**config.mk**
```make
export PLATFORM = sky130hd
export DESIGN_NAME = sd_stream_ctrl
export DESIGN_NICKNAME = d
export VERILOG_FILES = /design/src/rtl/sd_stream_ctrl.sv
export SDC_FILE = /design/constraint.sdc
export NUM_CORES = 1
export LEC_CHECK = 0
export ABC_AREA = 1
export BUFFER_PORTS_ARGS = -buffer_cell sky130_fd_sc_hd__buf_2
export CAP_MARGIN = 40
export CORE_MARGIN = 3
export CORE_UTILIZATION = 28
export DETAILED_ROUTE_END_ITERATION = 10
export SLEW_MARGIN = 20
export SYNTH_ARGS = -nofsm -noshare
export SYNTH_HDL_FRONTEND = slang
export SYNTH_SLANG_ARGS = --single-unit
```
**constraint.sdc**
```tcl
create_clock -name clk -period 3.1 [get_ports clk]
set_input_delay 0.31 -clock clk [delete_from_list [all_inputs] [get_ports clk]]
set_output_delay 0.31 -clock clk [all_outputs]
set_load 0.05 [all_outputs]
```
**src/rtl/sd_stream_ctrl.sv**
```systemverilog
// Purpose: feeds a parallel word LSB-first into a serial sequence detector and tallies its matches.
// Latency: done pulses WIDTH+DET_LAT+1 edges after the accepting edge (clear, shift, drain).
// Backpressure: in_ready is low for the whole scan; held words wait, none are dropped.
//
// Ports:
//   clk, rst              clock and synchronous active-high reset
//   in_valid/in_ready     word handshake, in_data bit 0 is shifted out first
//   abort                 cancels a scan in progress (clear/shift/drain), results zeroed
//   sd_rst, sd_i, sd_o    detector clear pulse, serial bit out, detector output in
//   done                  one-cycle pulse when match_cnt/first_idx/found are final
//   match_cnt, first_idx  number of attributed matches, bit index of the first one
//   found                 at least one match seen in the last scan
module sd_stream_ctrl #(
  parameter int WIDTH   = 10,
  parameter int DET_LAT = 1
) (
  input  logic                         clk,
  input  logic                         rst,
  input  logic                         in_valid,
  output logic                         in_ready,
  input  logic [WIDTH-1:0]             in_data,
  input  logic                         abort,
  output logic                         sd_rst,
  output logic                         sd_i,
  input  logic                         sd_o,
  output logic                         done,
  output logic [$clog2(WIDTH+1)-1:0]   match_cnt,
  output logic [$clog2(WIDTH+1)-1:0]   first_idx,
  output logic                         found
);

  localparam int CNT_W    = $clog2(WIDTH + 1);
  localparam int SCAN_LEN = WIDTH + DET_LAT;
  // Counter spans the shift cycles plus the drain cycles.
  localparam int CYC_W    = $clog2(SCAN_LEN + 1);

  localparam logic [2:0] S_IDLE  = 3'd0;
  localparam logic [2:0] S_CLR   = 3'd1;
  localparam logic [2:0] S_SHIFT = 3'd2;
  localparam logic [2:0] S_DRAIN = 3'd3;
  localparam logic [2:0] S_DONE  = 3'd4;

  logic [2:0]       state;
  logic [WIDTH-1:0] shreg;
  logic [CYC_W-1:0] cyc;
  logic             samp;
  logic [CYC_W-1:0] k_idx;
  logic             scanning;

  assign in_ready = (state == S_IDLE) && !rst;
  assign sd_rst   = rst || (state == S_CLR);
  assign sd_i     = (state == S_SHIFT) && shreg[0];
  assign done     = (state == S_DONE);
  assign scanning = (state == S_CLR) || (state == S_SHIFT) || (state == S_DRAIN);

  // sd_o seen at the end of scan cycle cyc belongs to bit cyc-DET_LAT.
  assign k_idx = cyc - CYC_W'(DET_LAT);

  // With a combinational detector every shift cycle samples its own bit; otherwise
  // the first DET_LAT shift cycles still show the cleared detector and are skipped.
  generate
    if (DET_LAT == 0) begin : g_comb_det
      assign samp = (state == S_SHIFT);
    end else begin : g_lat_det
      assign samp = ((state == S_SHIFT) && (cyc >= CYC_W'(DET_LAT))) ||
                    (state == S_DRAIN);
    end
  endgenerate

  always_ff @(posedge clk) begin
    if (rst) begin
      state     <= S_IDLE;
      shreg     <= '0;
      cyc       <= '0;
      match_cnt <= '0;
      first_idx <= '0;
      found     <= 1'b0;
    end else if (scanning && abort) begin
      state     <= S_IDLE;
      cyc       <= '0;
      match_cnt <= '0;
      first_idx <= '0;
      found     <= 1'b0;
    end else begin
      case (state)
        S_IDLE: begin
          if (in_valid) begin
            shreg     <= in_data;
            cyc       <= '0;
            match_cnt <= '0;
            first_idx <= '0;
            found     <= 1'b0;
            state     <= S_CLR;
          end
        end
        S_CLR: begin
          state <= S_SHIFT;
        end
        S_SHIFT: begin
          shreg <= shreg >> 1;
          cyc   <= cyc + CYC_W'(1);
          if (cyc == CYC_W'(WIDTH - 1)) begin
            state <= (DET_LAT == 0) ? S_DONE : S_DRAIN;
          end
        end
        S_DRAIN: begin
          cyc <= cyc + CYC_W'(1);
          if (cyc == CYC_W'(SCAN_LEN - 1)) begin
            state <= S_DONE;
          end
        end
        S_DONE: begin
          state <= S_IDLE;
        end
        default: begin
          state <= S_IDLE;
        end
      endcase

      if (samp && sd_o) begin
        if (match_cnt != CNT_W'(WIDTH)) begin
          match_cnt <= match_cnt + CNT_W'(1);
        end
        if (!found) begin
          first_idx <= CNT_W'(k_idx);
          found     <= 1'b1;
        end
      end
    end
  end

endmodule

```
==> Word level (Yosys, flattened, before mapping) <==
Index checks and enable logic that the tools add are counted.
{ "word_totals": {"regBits": 26, "input_bits": 15, "output_inout_bits": 13, "word_cells": 59} }
{ "classes": {"addsub": 3, "magnitude_cmp": 1, "n_eq_ne": 10, "mux": 20, "bitwise_logic": 1, "n_reduce_logical": 18} }
{ "op_table": {"columns": ["operator", "count"], "rows": [
  ["4-bit 2-to-1 mux", 9],
  ["10-bit one-hot mux with 2 select lines", 1],
  ["3-bit one-hot mux with 4 select lines", 1],
  ["10-bit 2-to-1 mux", 1],
  ["3-bit 2-to-1 mux", 3],
  ["4-bit by 1-bit adder with 4-bit output, second input constant", 2],
  ["4-bit == test, second input constant", 2],
  ["4-bit one-hot mux with 2 select lines", 1],
  ["3-bit by 2-bit == test with 1-bit output, second input constant", 2],
  ["3-bit AND reduction", 2],
  ["1-bit logical AND", 5],
  ["4-bit by 1-bit greater-or-equal comparator with 1-bit output, second input constant", 1],
  ["1-bit logical OR", 4],
  ["1-bit 2-to-1 mux", 4],
  ["2-bit by 1-bit inequality test with 1-bit output, second input constant", 2],
  ["4-bit inequality test, second input constant", 1],
  ["2-bit nonzero test", 2],
  ["2-bit OR reduction", 2],
  ["4-bit by 1-bit subtractor with 4-bit output, second input constant", 1],
  ["3-bit by 1-bit == test with 1-bit output, second input constant", 1],
  ["3-bit == test, second input constant", 1],
  ["3-bit logical NOT", 1],
  ["2-bit inequality test, second input constant", 1],
  ["2-bit AND reduction", 1],
  ["2 further kinds", 2]
]} }

==> Longest topological paths before layout <==
Gate-level depths: netlist of the first run.
{ "logic_depth": {"ltp_word": 6, "depth_mapped": 9} }

==> Worst setup path before layout of the first run <==
No wires, ideal clock.
{ "synth_path": {"path_kind": "register to output", "start": "register state[2]", "end": "output port in_ready", "t_arrival_ps": 1501, "required_time_ps": 2790, "path_slack_ps": 1289, "stages_incl_launch_ff": 4, "path_cell_list": "dfxtp_1 > inv_2 > nand2_1 > nor3_1"} }
{ "synth_via": {"elab_chain_len": 2} }
{ "synth_lines": {"columns": ["element", "line", "source"], "rows": [
  ["from (decl)", "43", "logic [2:0] state;"],
  ["from (signal assigned)", "103", "state <= (DET_LAT == 0) ? S_DONE : S_DRAIN;"],
  ["3-bit logical NOT", "50", "assign in_ready = (state == S_IDLE) && !rst;"],
  ["1-bit logical AND", "50", null],
  ["to (decl)", "20", "output logic in_ready,"]
]} }
No other way between the ends.

==> Worst setup path after layout of the first run <==
{ "layout_path": {"start": "register state[0]", "end": "output port sd_i"} }
{ "layout_via": {"elab_chain_len": 2} }
{ "layout_lines": {"columns": ["element", "line", "source"], "rows": [
  ["3-bit by 2-bit == test with 1-bit output", "52", "assign sd_i = (state == S_SHIFT) && shreg[0];"],
  ["1-bit logical AND", "52", null],
  ["to (decl)", "24", "output logic sd_i,"]
]} }
No other way between the ends.

==> results of run 1 <==
stage by stage:
step	power [W]	cells	cell area [um^2]	setup WS, ns
6_report	0.00115	338	1740	1.29
5_1_grt	0.00127	338	1740	1.19
4_1_cts	0.00117	338	1740	1.27
3_5_place_dp	0.000969	335	1700	1.60
3_3_place_gp	0.000960	335	1700	1.62
2_1_floorplan	0.000881	242	1510	1.29
worst paths after layout:
path	to	slack, ns	cells past startpoint	start
min	shreg[0]$_SDFFE_PP0P_	0.37	5	in_data[0]
min reg2reg	cyc[0]$_SDFFE_PP0P_	0.51	2	cyc[0]$_SDFFE_PP0P_
max reg2reg	first_idx[2]$_SDFF_PP0_	1.60	8	cyc[0]$_SDFFE_PP0P_
max	sd_i	1.29	5	state[0]$_SDFFE_PP0P_
tightest hold or removal path: cells and delay by family:
family / cells / cell delay [ns]
compound gates: 1 / 0.06
simple gates: 3 / 0.17
buf+inv: 1 / 0.08
cells in the mapped netlist, types with 2 or more instances:
cell	count	area (um^2)
nand2_1	79	297
nor2_1	42	158
inv_1	33	124
dfxtp_1	26	521
nand3_1	13	65.1
o21ai_0	10	50.1
a21oi_1	8	40.0
ha_1	6	75.1
nand2_2	4	25.0
buf_2	3	15.0
nand4_1	3	18.8
nor3_1	3	15.0
xor2_1	3	26.3
and2_1	2	12.5
buf_6	2	22.5
inv_2	2	7.51
state kept, by name, summed over array words and instances (netlist names):
register	cells
found	1
cyc	4
state	3
match_cnt	4
first_idx	4
shreg	10
cells by family after synthesis:
| kind of cell | share of synthesized area (%) |
|---|---|
| xor gates and xnor gates | 1.74 |
| and+or+nand+nor | 41.7 |
| AOI/OAI and AO/OA | 5.97 |
| buffers and inverters | 11.2 |
| DFF | 34.5 |
| adders and majority gates | 4.97 |
layer usage:
layer	wire length, um	global-route usage [%]
met5	0	0
met3	139	2.14
met4	61	5.15
met2	1460	18.7
met1	1730	14.5
area by class of cell:
type                    count  share of cell area (%)
clock buffers               3                    2.37
flip-flops and latches     26                    29.8
well taps                  70                    5.02
inverters                  35                    7.53
repair buffers             28                    8.18
multi-input cells         176                    47.1
where the power goes:
part / switching, W / internal [W]
combinational: 0.000364 / 0.000153
clock: 0.000108 / 0.0000875
sequential: 0.0000375 / 0.000404
total: 0.000510 / 0.000644
==> results.rst, run 1 <==
.. list-table::
   :header-rows: 1

   * - Metric
     - Value
   * - Clock root buffer
     - clkbuf_8
   * - Initial drt markers
     - 75
   * - Clock-pin slew reported for the worst setup and hold paths after clock tree synthesis
     - 0.09 ns
   * - Antenna viol nets, final
     - 0
   * - Cts repair resizes
     - 0
   * - Stage delay of the slowest cell on the critical path
     - 0.39 ns
   * - Antenna violations before repair
     - 0
   * - TritonCTS clock tree
     - done
   * - Post-route clock skew
     - 0.00321 ns
   * - Category of the critical setup timing path
     - flop to output pin
   * - Most common library cell in the layout ignoring fill and taps
     - nand2_1
   * - Final net count
     - 291
   * - Post-Route Utilization
     - 33.7%
   * - Maximum fanout encountered on the critical timing path
     - 22
   * - Maximum number of pins on one net before global-route repair
     - 23
   * - Endpoint type of the worst setup path
     - output pin
   * - CTS H-tree depth
     - 1
   * - Maxcap violations
     - 0
   * - Area growth syn-to-layout
     - 15.5%
   * - Height of the die
     - 79.4 um
   * - Number of flip-flops and latches in the synthesized netlist
     - 26
   * - Cell count after synthesis
     - 242
   * - Unrepaired setup endpoints after global routing
     - no
   * - DRC violations left
     - 0
   * - Core area
     - 5170 um^2
   * - Total detailed-routing wirelength
     - 3.40 mm
   * - Buffers plus inverters on the worst setup path
     - 2
   * - Arrival time at the worst endpoint
     - 1.50 ns
   * - Number of synthesized flops with an enable pin
     - 0
   * - Leakage
     - 0.933 nW
   * - Share of synthesized flip-flops with an asynchronous set or reset
     - 0%
   * - GRT Overall Usage
     - 11.4%
   * - Minimum clock period after layout
     - 1.81 ns
   * - Transition time of the tightest slew-check pin
     - 0.418 ns
   * - Required time at the endpoint of the critical path
     - 2.79 ns
   * - Router iterations before antenna repair
     - 4
   * - Commonest cells after routing, fill and taps aside
     - 79 x nand2_1, 42 x nor2_1, 33 x inv_1
   * - Power density normalized to cell area
     - 662 nW/um^2
   * - Final TNS setup
     - 0 ns
   * - GR Overflow Total
     - 0
   * - Synthesized area per cell
     - 6.24 um^2
   * - Kind of path behind the tightest hold check
     - input pin to flop
   * - Area taken by flip-flops and latches
     - 520 um^2
   * - Filler cells
     - 564
   * - Hpwl dp
     - 2.43 mm
   * - Category of cells accounting for the largest share of critical-path delay
     - buffers and inverters
   * - Die area
     - 6310 um^2
   * - Number of port buffers
     - 27
   * - Number of buffers inserted by hold repair at cts
     - 0
   * - Weighted congestion reported at the end of routability-driven placement
     - 0.801
   * - Syn. warnings
     - 0
   * - Fmax
     - 552 MHz
   * - Clk Latency, worst-skew pair
     - 0.28 ns
   * - Hold Worst Slack
     - 0.370 ns
   * - Worst max-slew margin expressed relative to the limit
     - 72.0%
   * - Sink Count
     - 26
   * - Final Slew Violations
     - 0
   * - Run status
     - completed
   * - Main flop type after synthesis
     - dfxtp_1
   * - Longest Clk Path Bufs
     - 2
   * - Share of post-route cells with drive strength above 1
     - 14.9%
   * - Number of placement rows
     - 26
   * - Routed via count
     - 1,443
   * - Synth cell types
     - 19
   * - Vias per inst
     - 4.27
   * - Die boundary width
     - 79.4 um
   * - Worst setup SP type
     - flop
   * - Fraction of the yosys area taken by sequential cells
     - 34.5%
   * - Post-synthesis instance area
     - 1510 um^2
   * - Post-CTS repair timing setup buffer count
     - 0
   * - Number of clock buffers inserted by TritonCTS
     - 3
   * - Cells traversed along the worst timing path
     - nor2_4, nand2_1, buf_4, nor2_1, buf_2
   * - Area taken by multi-input logic gates
     - 821 um^2
   * - Number of global-route vias before repair
     - 1,311
   * - Num ports
     - 28
   * - Wire length of the first global-routing pass
     - 5.73 mm
   * - Setup-failing EPs final
     - 0
   * - Routed WL per cell
     - 10.0 um
   * - Final worst path period share
     - 58.5%
   * - Slowest cell on crit path
     - dfxtp_1
   * - Initial Util
     - 29.2%
   * - Diodes inserted
     - 0
   * - Hold Vio Cnt, Final
     - 0
   * - Worst vdd rail ir drop
     - 0.192 mV
   * - Post-Synthesis Net Count
     - 263
Power figures use the tool's default switching activity.
==> inputs of run 2 (changes only) <==
--- a/config.mk
+++ b/config.mk
@@ -5,7 +5,7 @@
 export SDC_FILE = /design/constraint.sdc
 export NUM_CORES = 1
 export LEC_CHECK = 0
-export ABC_AREA = 1
+export ABC_AREA = 0
 export BUFFER_PORTS_ARGS = -buffer_cell sky130_fd_sc_hd__buf_2
 export CAP_MARGIN = 40
 export CORE_MARGIN = 3
==> constraint.sdc (replaced) <==
create_clock -name clk -period 1.8 [get_ports clk]
set_input_delay 0.18 -clock clk [delete_from_list [all_inputs] [get_ports clk]]
set_output_delay 0.18 -clock clk [all_outputs]
set_load 0.05 [all_outputs]
==> run 2 against run 1 <==
Synthesized area down 9.3%. Critical path type is now flop to flop. Die area fell by 8.6%. Register-to-register slack got worse by 1.6 ns. Wire length fell by 11%. Clock skew is 0.0016 ns higher. Clock-buffer cell count grew 1. Sequential share of layout area is 0.12 points higher. Via count is 19% lower. Combinational power down 2%. The flow now finishes with violations (negative setup slack).
==> results.rst, run 2 <==
.. list-table::
   :header-rows: 1

   * - Metric
     - Value
   * - Run status
     - finished with violations
   * - Failing checks
     - negative setup slack
   * - Area growth syn-to-layout
     - 27.4%
   * - Most instantiated library cell after synthesis
     - dfxtp_1
   * - Detail Route met3 WL
     - 199 um (+43%)
   * - Transition time of the tightest slew-check pin
     - 0.410 ns (-0.00797 ns)
   * - Longest Clk Path Bufs
     - 2 (unchanged)
   * - Worst R2R End
     - first_idx[2]$_SDFF_PP0_
   * - Filler cells
     - 480 (-15%)
   * - Initial drt markers
     - 20 (-73%)
   * - Setup slack, reg-to-reg
     - -0.001 ns (-1.60 ns)
   * - Syn. warnings
     - 0 (unchanged)
   * - TritonCTS clock tree
     - done
   * - Diodes inserted
     - 0 (unchanged)
   * - Category of cells accounting for the largest share of critical-path delay
     - simple AND/OR/NAND/NOR gates
   * - Share of synthesized flip-flops with an asynchronous set or reset
     - 0% (unchanged)
   * - Number of flip-flops under the largest register name
     - 10 (unchanged)
   * - Final Slew Violations
     - 0 (unchanged)
   * - Die boundary width
     - 76.0 um (-4.4%)
   * - Final design instance area without fill
     - 1750 um^2 (about the same)
   * - Kind of path behind the tightest hold check
     - input pin to flop
   * - Antenna viol nets, final
     - 0 (unchanged)
   * - Area fraction of the dominant cell type after synthesis
     - 38.0% (+3.5 points)
   * - Fraction of the yosys area taken by sequential cells
     - 38.0% (+3.5 points)
   * - Final net count
     - 211 (-27%)
   * - Number of synthesized flops with an enable pin
     - 0 (unchanged)
   * - Number of flip-flops and latches in the synthesized netlist
     - 26 (unchanged)
   * - WL met1
     - 1.49 mm (-14%)
   * - Number of clock buffers inserted by TritonCTS
     - 3 (unchanged)
   * - Wire length of the first global-routing pass
     - 5.24 mm (-8.4%)
   * - Router iterations before antenna repair
     - 4 (unchanged)
   * - Category of the critical setup timing path
     - flop to flop
   * - Sink Count
     - 26 (unchanged)
   * - Num ports
     - 28 (unchanged)
   * - Share of post-route cells with drive strength above 1
     - 33.3% (+18 points)
   * - Setup-failing EPs final
     - 1 (+1)
   * - Post-synthesis instance area
     - 1370 um^2 (-9.3%)
   * - Minimum clock period after layout
     - 1.80 ns
   * - GRT Overall Usage
     - 10.9% (-0.52 points)
   * - Clock root buffer
     - clkbuf_8
   * - Worst setup SP type
     - flop
   * - Hold Vio Cnt, Final
     - 0 (unchanged)
   * - Synth cell types
     - 38 (+19)
   * - Post-route clock skew
     - 0.00482 ns (+0.00162 ns)
   * - Routed WL per cell
     - 11.9 um (+18%)
   * - Biggest area consumer among synthesized cells
     - dfxtp_1
   * - DRC violations left
     - 0 (unchanged)
   * - Cell count after synthesis
     - 153 (-37%)
   * - R2R cell count
     - 6 (-2)
   * - Number of port buffers
     - 27 (unchanged)
   * - Cell Area, Placed
     - 1630 um^2 (-4.4%)
   * - Die area
     - 5770 um^2 (-8.6%)
   * - Post-route worst setup slack
     - -0.00131 ns (-1.29 ns)
   * - Clock-pin slew reported for the worst setup and hold paths after clock tree synthesis
     - 0.09 ns (about the same)
   * - Maxcap violations
     - 0 (unchanged)
   * - Number of global-route vias before repair
     - 1,129 (-14%)
   * - Worst-case hold path end point
     - shreg[9]$_SDFFE_PP0P_
   * - Area contributors post-synth
     - dfxtp_1 38%, mux2i_1 8.0%, ha_1 5.5%
   * - Core area
     - 4530 um^2 (-12%)
   * - Area taken by flip-flops and latches
     - 523 um^2 (+0.48%)
   * - Number of buffers inserted by hold repair at cts
     - 0 (unchanged)
   * - Hold Worst Slack
     - 0.181 ns (-0.189 ns)
   * - Endpoint type of the worst setup path
     - flop
   * - Final worst path period share
     - 100%
   * - Cells traversed along the worst timing path
     - inv_1, ha_2, or4b_4, o2111ai_4, and3_4, o21a_1
   * - CTS H-tree depth
     - 1 (unchanged)
   * - Post-Synthesis Net Count
     - 174 (-34%)
   * - Unrepaired setup endpoints after global routing
     - yes
   * - Maximum fanout encountered on the critical timing path
     - 7 (-68%)
   * - GR Overflow Total
     - 0 (unchanged)
   * - Routed via count
     - 1,166 (-19%)
   * - Worst max-slew margin expressed relative to the limit
     - 72.6% (+0.57 points)
   * - Ranking of synthesized cells by instance count
     - 26 x dfxtp_1, 15 x nor2_1, 13 x nand3_1, 11 x mux2i_1, 10 x nand2_1
   * - DR WL met2
     - 1.30 mm (-11%)
   * - Maximum number of pins on one net before global-route repair
     - 21 (-8.7%)
   * - Worst Hold Path Cells
     - 3 (-2)
   * - Final TNS setup
     - -0.00131 ns (-0.00131 ns)
   * - Main flop type after synthesis
     - dfxtp_1
   * - Height of the die
     - 76.0 um (-4.4%)
   * - Arrival time at the worst endpoint
     - 2.02 ns (+0.52 ns)
   * - Placed cell count
     - 247 (-26%)
   * - Commonest cells after routing, fill and taps aside
     - 26 x buf_2, 24 x dfxtp_1, 15 x nor2_1, 15 x buf_4, 13 x nand3_1
   * - Stage delay of the slowest cell on the critical path
     - 0.50 ns (+0.11 ns)
   * - Vias per inst
     - 4.59 (+7.5%)
   * - Final std cells w/o fill
     - 254 (-25%)
   * - Power density normalized to cell area
     - 894 nW/um^2 (+35%)
   * - Buffers plus inverters on the worst setup path
     - 1 (-1)
   * - Fmax
     - 555 MHz
   * - Initial Util
     - 30.2% (+1.0 points)
   * - Uppermost layer routed
     - met4
   * - Area taken by multi-input logic gates
     - 821 um^2 (unchanged)
   * - Most common library cell in the layout ignoring fill and taps
     - buf_2
   * - Number of placement rows
     - 24 (-7.7%)
   * - Largest reg by FF count
     - shreg
   * - Slowest cell on crit path
     - or4b_4
   * - Synthesized area per cell
     - 8.95 um^2 (+43%)
   * - Critical R2R Launch
     - cyc[0]$_SDFFE_PP0P_
   * - Leakage
     - 0.702 nW (-25%)
   * - Antenna violations before repair
     - 0 (unchanged)
   * - Launch point of the worst hold path
     - in_data[9]
   * - Weighted congestion reported at the end of routability-driven placement
     - 0.820 (+2.4%)
   * - Worst vdd rail ir drop
     - 0.367 mV (+92%)
   * - Hpwl dp
     - 2.22 mm (-8.5%)
   * - Required time at the endpoint of the critical path
     - 2.02 ns (-0.77 ns)
   * - Clk Latency, worst-skew pair
     - 0.27 ns (about the same)
   * - Total detailed-routing wirelength
     - 3.01 mm (-11%)
## run 2: worst max path at each step
stage          slack (ns)                 endpoint                 from  cells after the start
2_1_floorplan        0.04  match_cnt[1]$_SDFF_PP0_  cyc[1]$_SDFFE_PP0P_                      6
3_3_place_gp         0.07  first_idx[2]$_SDFF_PP0_  cyc[1]$_SDFFE_PP0P_                      6
3_5_place_dp         0.04  match_cnt[1]$_SDFF_PP0_  cyc[1]$_SDFFE_PP0P_                      6
4_1_cts              0.01  match_cnt[1]$_SDFF_PP0_  cyc[1]$_SDFFE_PP0P_                      6
5_1_grt             -0.07  first_idx[2]$_SDFF_PP0_  cyc[0]$_SDFFE_PP0P_                      6
6_report           -0.001  first_idx[2]$_SDFF_PP0_  cyc[0]$_SDFFE_PP0P_                      6
## run 2: report_power, final
group / internal (W) / total [W] / leakage (nW) / switching, W
sequential: 0.000637 / 0.000678 / 0.213 / 0.0000412
clock: 0.000196 / 0.000377 / 0.0288 / 0.000182
combinational: 0.000216 / 0.000505 / 0.460 / 0.000289
## run 2: logic make-up after synthesis
group           after synthesis  synth area share [%]
xor+xnor                      4                  2.56
fa+ha+maj                     6                  5.48
compound gates               31                  18.4
buf+inv                      15                  5.02
simple gates                 60                  22.5
flops                        26                  38.0
mux                          11                  8.04
## run 2: area by class of cell
type / instances / share of cell area (%)
clock buffer: 4 / 3.15
inverter: 6 / 1.29
multi-input combinational: 112 / 47.0
sequential: 26 / 30.0
tap: 65 / 4.66
timing repair buffer: 41 / 13.9
## run 2: layer usage
layer	GRT usage, %	vias up
li1	-	620
met1	14.4	512
met2	16.5	29
met3	4.38	5
met4	2.90	0
met5	0	-
## run 2: what timing repair did
item,in CTS,in global routing
resized for setup,2,9
pin swaps,0,8
setup endpoints to repair,1,7
gates cloned,0,0
buffers inserted,0,3
## run 2: per-stage QoR
stage,utilization (%),total power (W),setup WS [ns]
global placement,35.9,0.00116,0.0675
global route,38.5,0.00166,-0.0704
finish,38.5,0.00156,-0.00131
floorplan,-,0.00104,0.0393
CTS,37.3,0.00155,0.0142
detailed placement,35.9,0.00116,0.0351
## run 2: worst reg2reg max path: stages (launching register included)
cell	delay, ns
dfxtp_2	0.35
inv_1	0.08
ha_2	0.18
or4b_4	0.50
o2111ai_4	0.31
and3_4	0.23
o21a_1	0.10
==> inputs of run 3 (changes only) <==
--- a/config.mk
+++ b/config.mk
@@ -5,12 +5,14 @@
 export SDC_FILE = /design/constraint.sdc
 export NUM_CORES = 1
 export LEC_CHECK = 0
-export ABC_AREA = 0
 export BUFFER_PORTS_ARGS = -buffer_cell sky130_fd_sc_hd__buf_2
 export CAP_MARGIN = 40
+export CELL_PAD_IN_SITES_DETAIL_PLACEMENT = 1
+export CELL_PAD_IN_SITES_GLOBAL_PLACEMENT = 1
 export CORE_MARGIN = 3
 export CORE_UTILIZATION = 28
 export DETAILED_ROUTE_END_ITERATION = 10
+export PLACE_DENSITY_LB_ADDON = 0.1
 export SLEW_MARGIN = 20
 export SYNTH_ARGS = -nofsm -noshare
 export SYNTH_HDL_FRONTEND = slang
==> run 3 against run 2 <==
The flow now finishes without violations. Largest cell class unchanged. Global-route usage grew 1.7 points. Critical path depth is the same. Setup slack gained 0.032 ns. Wire length grew 19%. Critical endpoint is now first_idx[1]$_SDFF_PP0_.
==> results.rst, run 3 (synthesis gave the netlist of run 2 again) <==
.. list-table::
   :header-rows: 1

   * - Metric
     - Value
   * - Run status
     - completed
   * - Total detailed-routing wirelength
     - 3.59 mm (+19%)
   * - GR Overflow Total
     - 0 (unchanged)
   * - Share of post-route cells with drive strength above 1
     - 35.1% (+1.8 points)
   * - Maximum fanout encountered on the critical timing path
     - 7 (unchanged)
   * - Number of port buffers
     - 27 (unchanged)
   * - Number of global-route vias before repair
     - 1,201 (+6.4%)
   * - Endpoint type of the worst setup path
     - flop
   * - Setup slack, reg-to-reg
     - 0.03 ns (+0.03 ns)
   * - Worst vdd rail ir drop
     - 0.551 mV (+50%)
   * - Antenna viol nets, final
     - 0 (unchanged)
   * - Area growth syn-to-layout
     - 28.8%
   * - Minimum clock period after layout
     - 1.77 ns (-0.0325 ns)
   * - Routed via count
     - 1,196 (+2.6%)
   * - Routed WL per cell
     - 14.2 um (+20%)
   * - DRC violations left
     - 0 (unchanged)
   * - Setup-failing EPs final
     - 0 (-1)
   * - Vias per inst
     - 4.73 (+3.0%)
   * - CTS H-tree depth
     - 1 (unchanged)
   * - Initial Util
     - 30.2% (unchanged)
   * - Hold Worst Slack
     - 0.169 ns (-0.0120 ns)
   * - Commonest cells after routing, fill and taps aside
     - 26 x buf_2, 23 x dfxtp_1, 14 x nor2_1
   * - Maximum number of pins on one net before global-route repair
     - 21 (unchanged)
   * - Number of placement rows
     - 24 (unchanged)
   * - Post-route clock skew
     - 0.00308 ns (-0.00174 ns)
   * - Critical R2R Launch
     - cyc[1]$_SDFFE_PP0P_
   * - Sink Count
     - 26 (unchanged)
   * - Kind of path behind the tightest hold check
     - input pin to flop
   * - Worst Hold Path Cells
     - 3 (unchanged)
   * - Clock-pin slew reported for the worst setup and hold paths after clock tree synthesis
     - 0.09 ns (about the same)
   * - Initial drt markers
     - 24 (+20%)
   * - Transition time of the tightest slew-check pin
     - 0.340 ns (-0.0708 ns)
   * - Power density normalized to cell area
     - 962 nW/um^2 (+7.6%)
   * - R2R cell count
     - 6 (unchanged)
   * - Worst setup SP type
     - flop
   * - Fmax
     - 565 MHz (+1.8%)
   * - Clk Latency, worst-skew pair
     - 0.27 ns (about the same)
   * - Diodes inserted
     - 0 (unchanged)
   * - Largest reg by FF count
     - shreg
   * - Number of flip-flops under the largest register name
     - 10 (unchanged)
   * - Category of the critical setup timing path
     - flop to flop
   * - Unrepaired setup endpoints after global routing
     - yes
   * - Worst R2R End
     - first_idx[1]$_SDFF_PP0_
   * - TritonCTS clock tree
     - done
   * - Final net count
     - 210 (-0.47%)
   * - Die area
     - 5770 um^2 (unchanged)
   * - Final Slew Violations
     - 0 (unchanged)
   * - Final worst path period share
     - 98.3% (-1.8 points)
   * - Most common library cell in the layout ignoring fill and taps
     - buf_2
   * - Worst-case hold path end point
     - shreg[9]$_SDFFE_PP0P_
   * - Worst max-slew margin expressed relative to the limit
     - 77.4% (+4.8 points)
   * - Longest Clk Path Bufs
     - 2 (unchanged)
   * - Core area
     - 4530 um^2 (unchanged)
   * - Launch point of the worst hold path
     - in_data[9]
   * - Hold Vio Cnt, Final
     - 0 (unchanged)
   * - Weighted congestion reported at the end of routability-driven placement
     - 0.715 (-13%)
   * - Leakage
     - 0.706 nW (+0.57%)
   * - Wire length of the first global-routing pass
     - 5.98 mm (+14%)
   * - Die boundary width
     - 76.0 um (unchanged)
   * - Height of the die
     - 76.0 um (unchanged)
   * - Number of clock buffers inserted by TritonCTS
     - 3 (unchanged)
   * - Antenna violations before repair
     - 0 (unchanged)
   * - Required time at the endpoint of the critical path
     - 2.03 ns (about the same)
   * - Arrival time at the worst endpoint
     - 1.99 ns (-0.03 ns)
   * - Clock root buffer
     - clkbuf_8
   * - Maxcap violations
     - 0 (unchanged)
   * - Num ports
     - 28 (unchanged)
   * - Router iterations before antenna repair
     - 4 (unchanged)
   * - Setup slack at placement
     - 0.00753 ns (-0.0275 ns)
   * - Post-route worst setup slack
     - 0.0312 ns (+0.0325 ns)
   * - GRT Overall Usage
     - 12.6% (+1.7 points)
   * - Hpwl dp
     - 2.77 mm (+25%)
## run 3: changes by cell type in the layout (fill, tap and decap cells not counted)
cell,change
nor2_2,+1
a21oi_2,+1
ha_4,-1
bufinv_16,+1
buf_4,-2
dfxtp_1,-1
buf_12,+1
inv_2,+1
inv_1,-1
clkbuf_8,-1
a21oi_1,-1
dfxtp_2,+1
nor2_1,-1
ha_2,+1
## run 3: worst max path at each step
stage                                   start                 endpoint  slack [ns]
final                     cyc[1]$_SDFFE_PP0P_  first_idx[1]$_SDFF_PP0_        0.03
after global routing      cyc[1]$_SDFFE_PP0P_  first_idx[1]$_SDFF_PP0_       -0.04
after CTS                 cyc[1]$_SDFFE_PP0P_  first_idx[1]$_SDFF_PP0_        0.01
after detailed placement  cyc[1]$_SDFFE_PP0P_  match_cnt[0]$_SDFF_PP0_       0.008
after global placement    cyc[1]$_SDFFE_PP0P_  match_cnt[1]$_SDFF_PP0_        0.08
after floorplan           cyc[1]$_SDFFE_PP0P_  match_cnt[1]$_SDFF_PP0_        0.04
## run 3: repair_timing
action | CTS | global route
hold buffers | 0 | 0
resized for setup | 3 | 11
pin swaps | 0 | 4
setup buffers | 0 | 2
hold endpoints to repair | 0 | 0
endpoints found under the setup margin | 3 | 9
## run 3: worst max-delay path, stage by stage (launching register included)
cell and delay [ns]:
dfxtp_2 0.35, inv_2 0.04, ha_2 0.16, or4b_4 0.52, o2111ai_4 0.32, and3_4 0.23
o21a_1 0.10
## run 3: layer usage
| layer | GRT usage [%] | vias up | share of wire (%) |
|---|---|---|---|
| met5 | 0 | - | 0 |
| met4 | 2.72 | 0 | 0.64 |
| met3 | 3.79 | 2 | 4.9 |
| met2 | 22.3 | 23 | 50 |
| met1 | 15.2 | 558 | 45 |
| li1 | - | 613 | - |
## run 3: power by group
part / switching [W] / leakage (nW) / internal, W
sequential: 0.0000480 / 0.214 / 0.000638
clock: 0.000193 / 0.0357 / 0.000298
combinational: 0.000300 / 0.456 / 0.000220
total: 0.000541 / 0.706 / 0.00116
## run 3: stage by stage
stage               std cells  area, um^2  power [W]  util, %  TNS (ns)
detailed placement        247        1640    0.00120     36.2         0
global placement          247        1640    0.00118     36.2         0
CTS                       251        1730    0.00171     38.1         0
global route              253        1760    0.00180     38.9   -0.0753
finish                    253        1760    0.00170     38.9         0
floorplan                 153        1380    0.00104        -         0
## run 3: cell type report
class	instances	area, um^2
timing repair buffer	40	248
tap	65	81.3
fill	550	2770
multi-input combinational	112	817
sequential	26	524
inverter	6	22.5
clock inverter	1	30.0
clock buffer	3	41.3
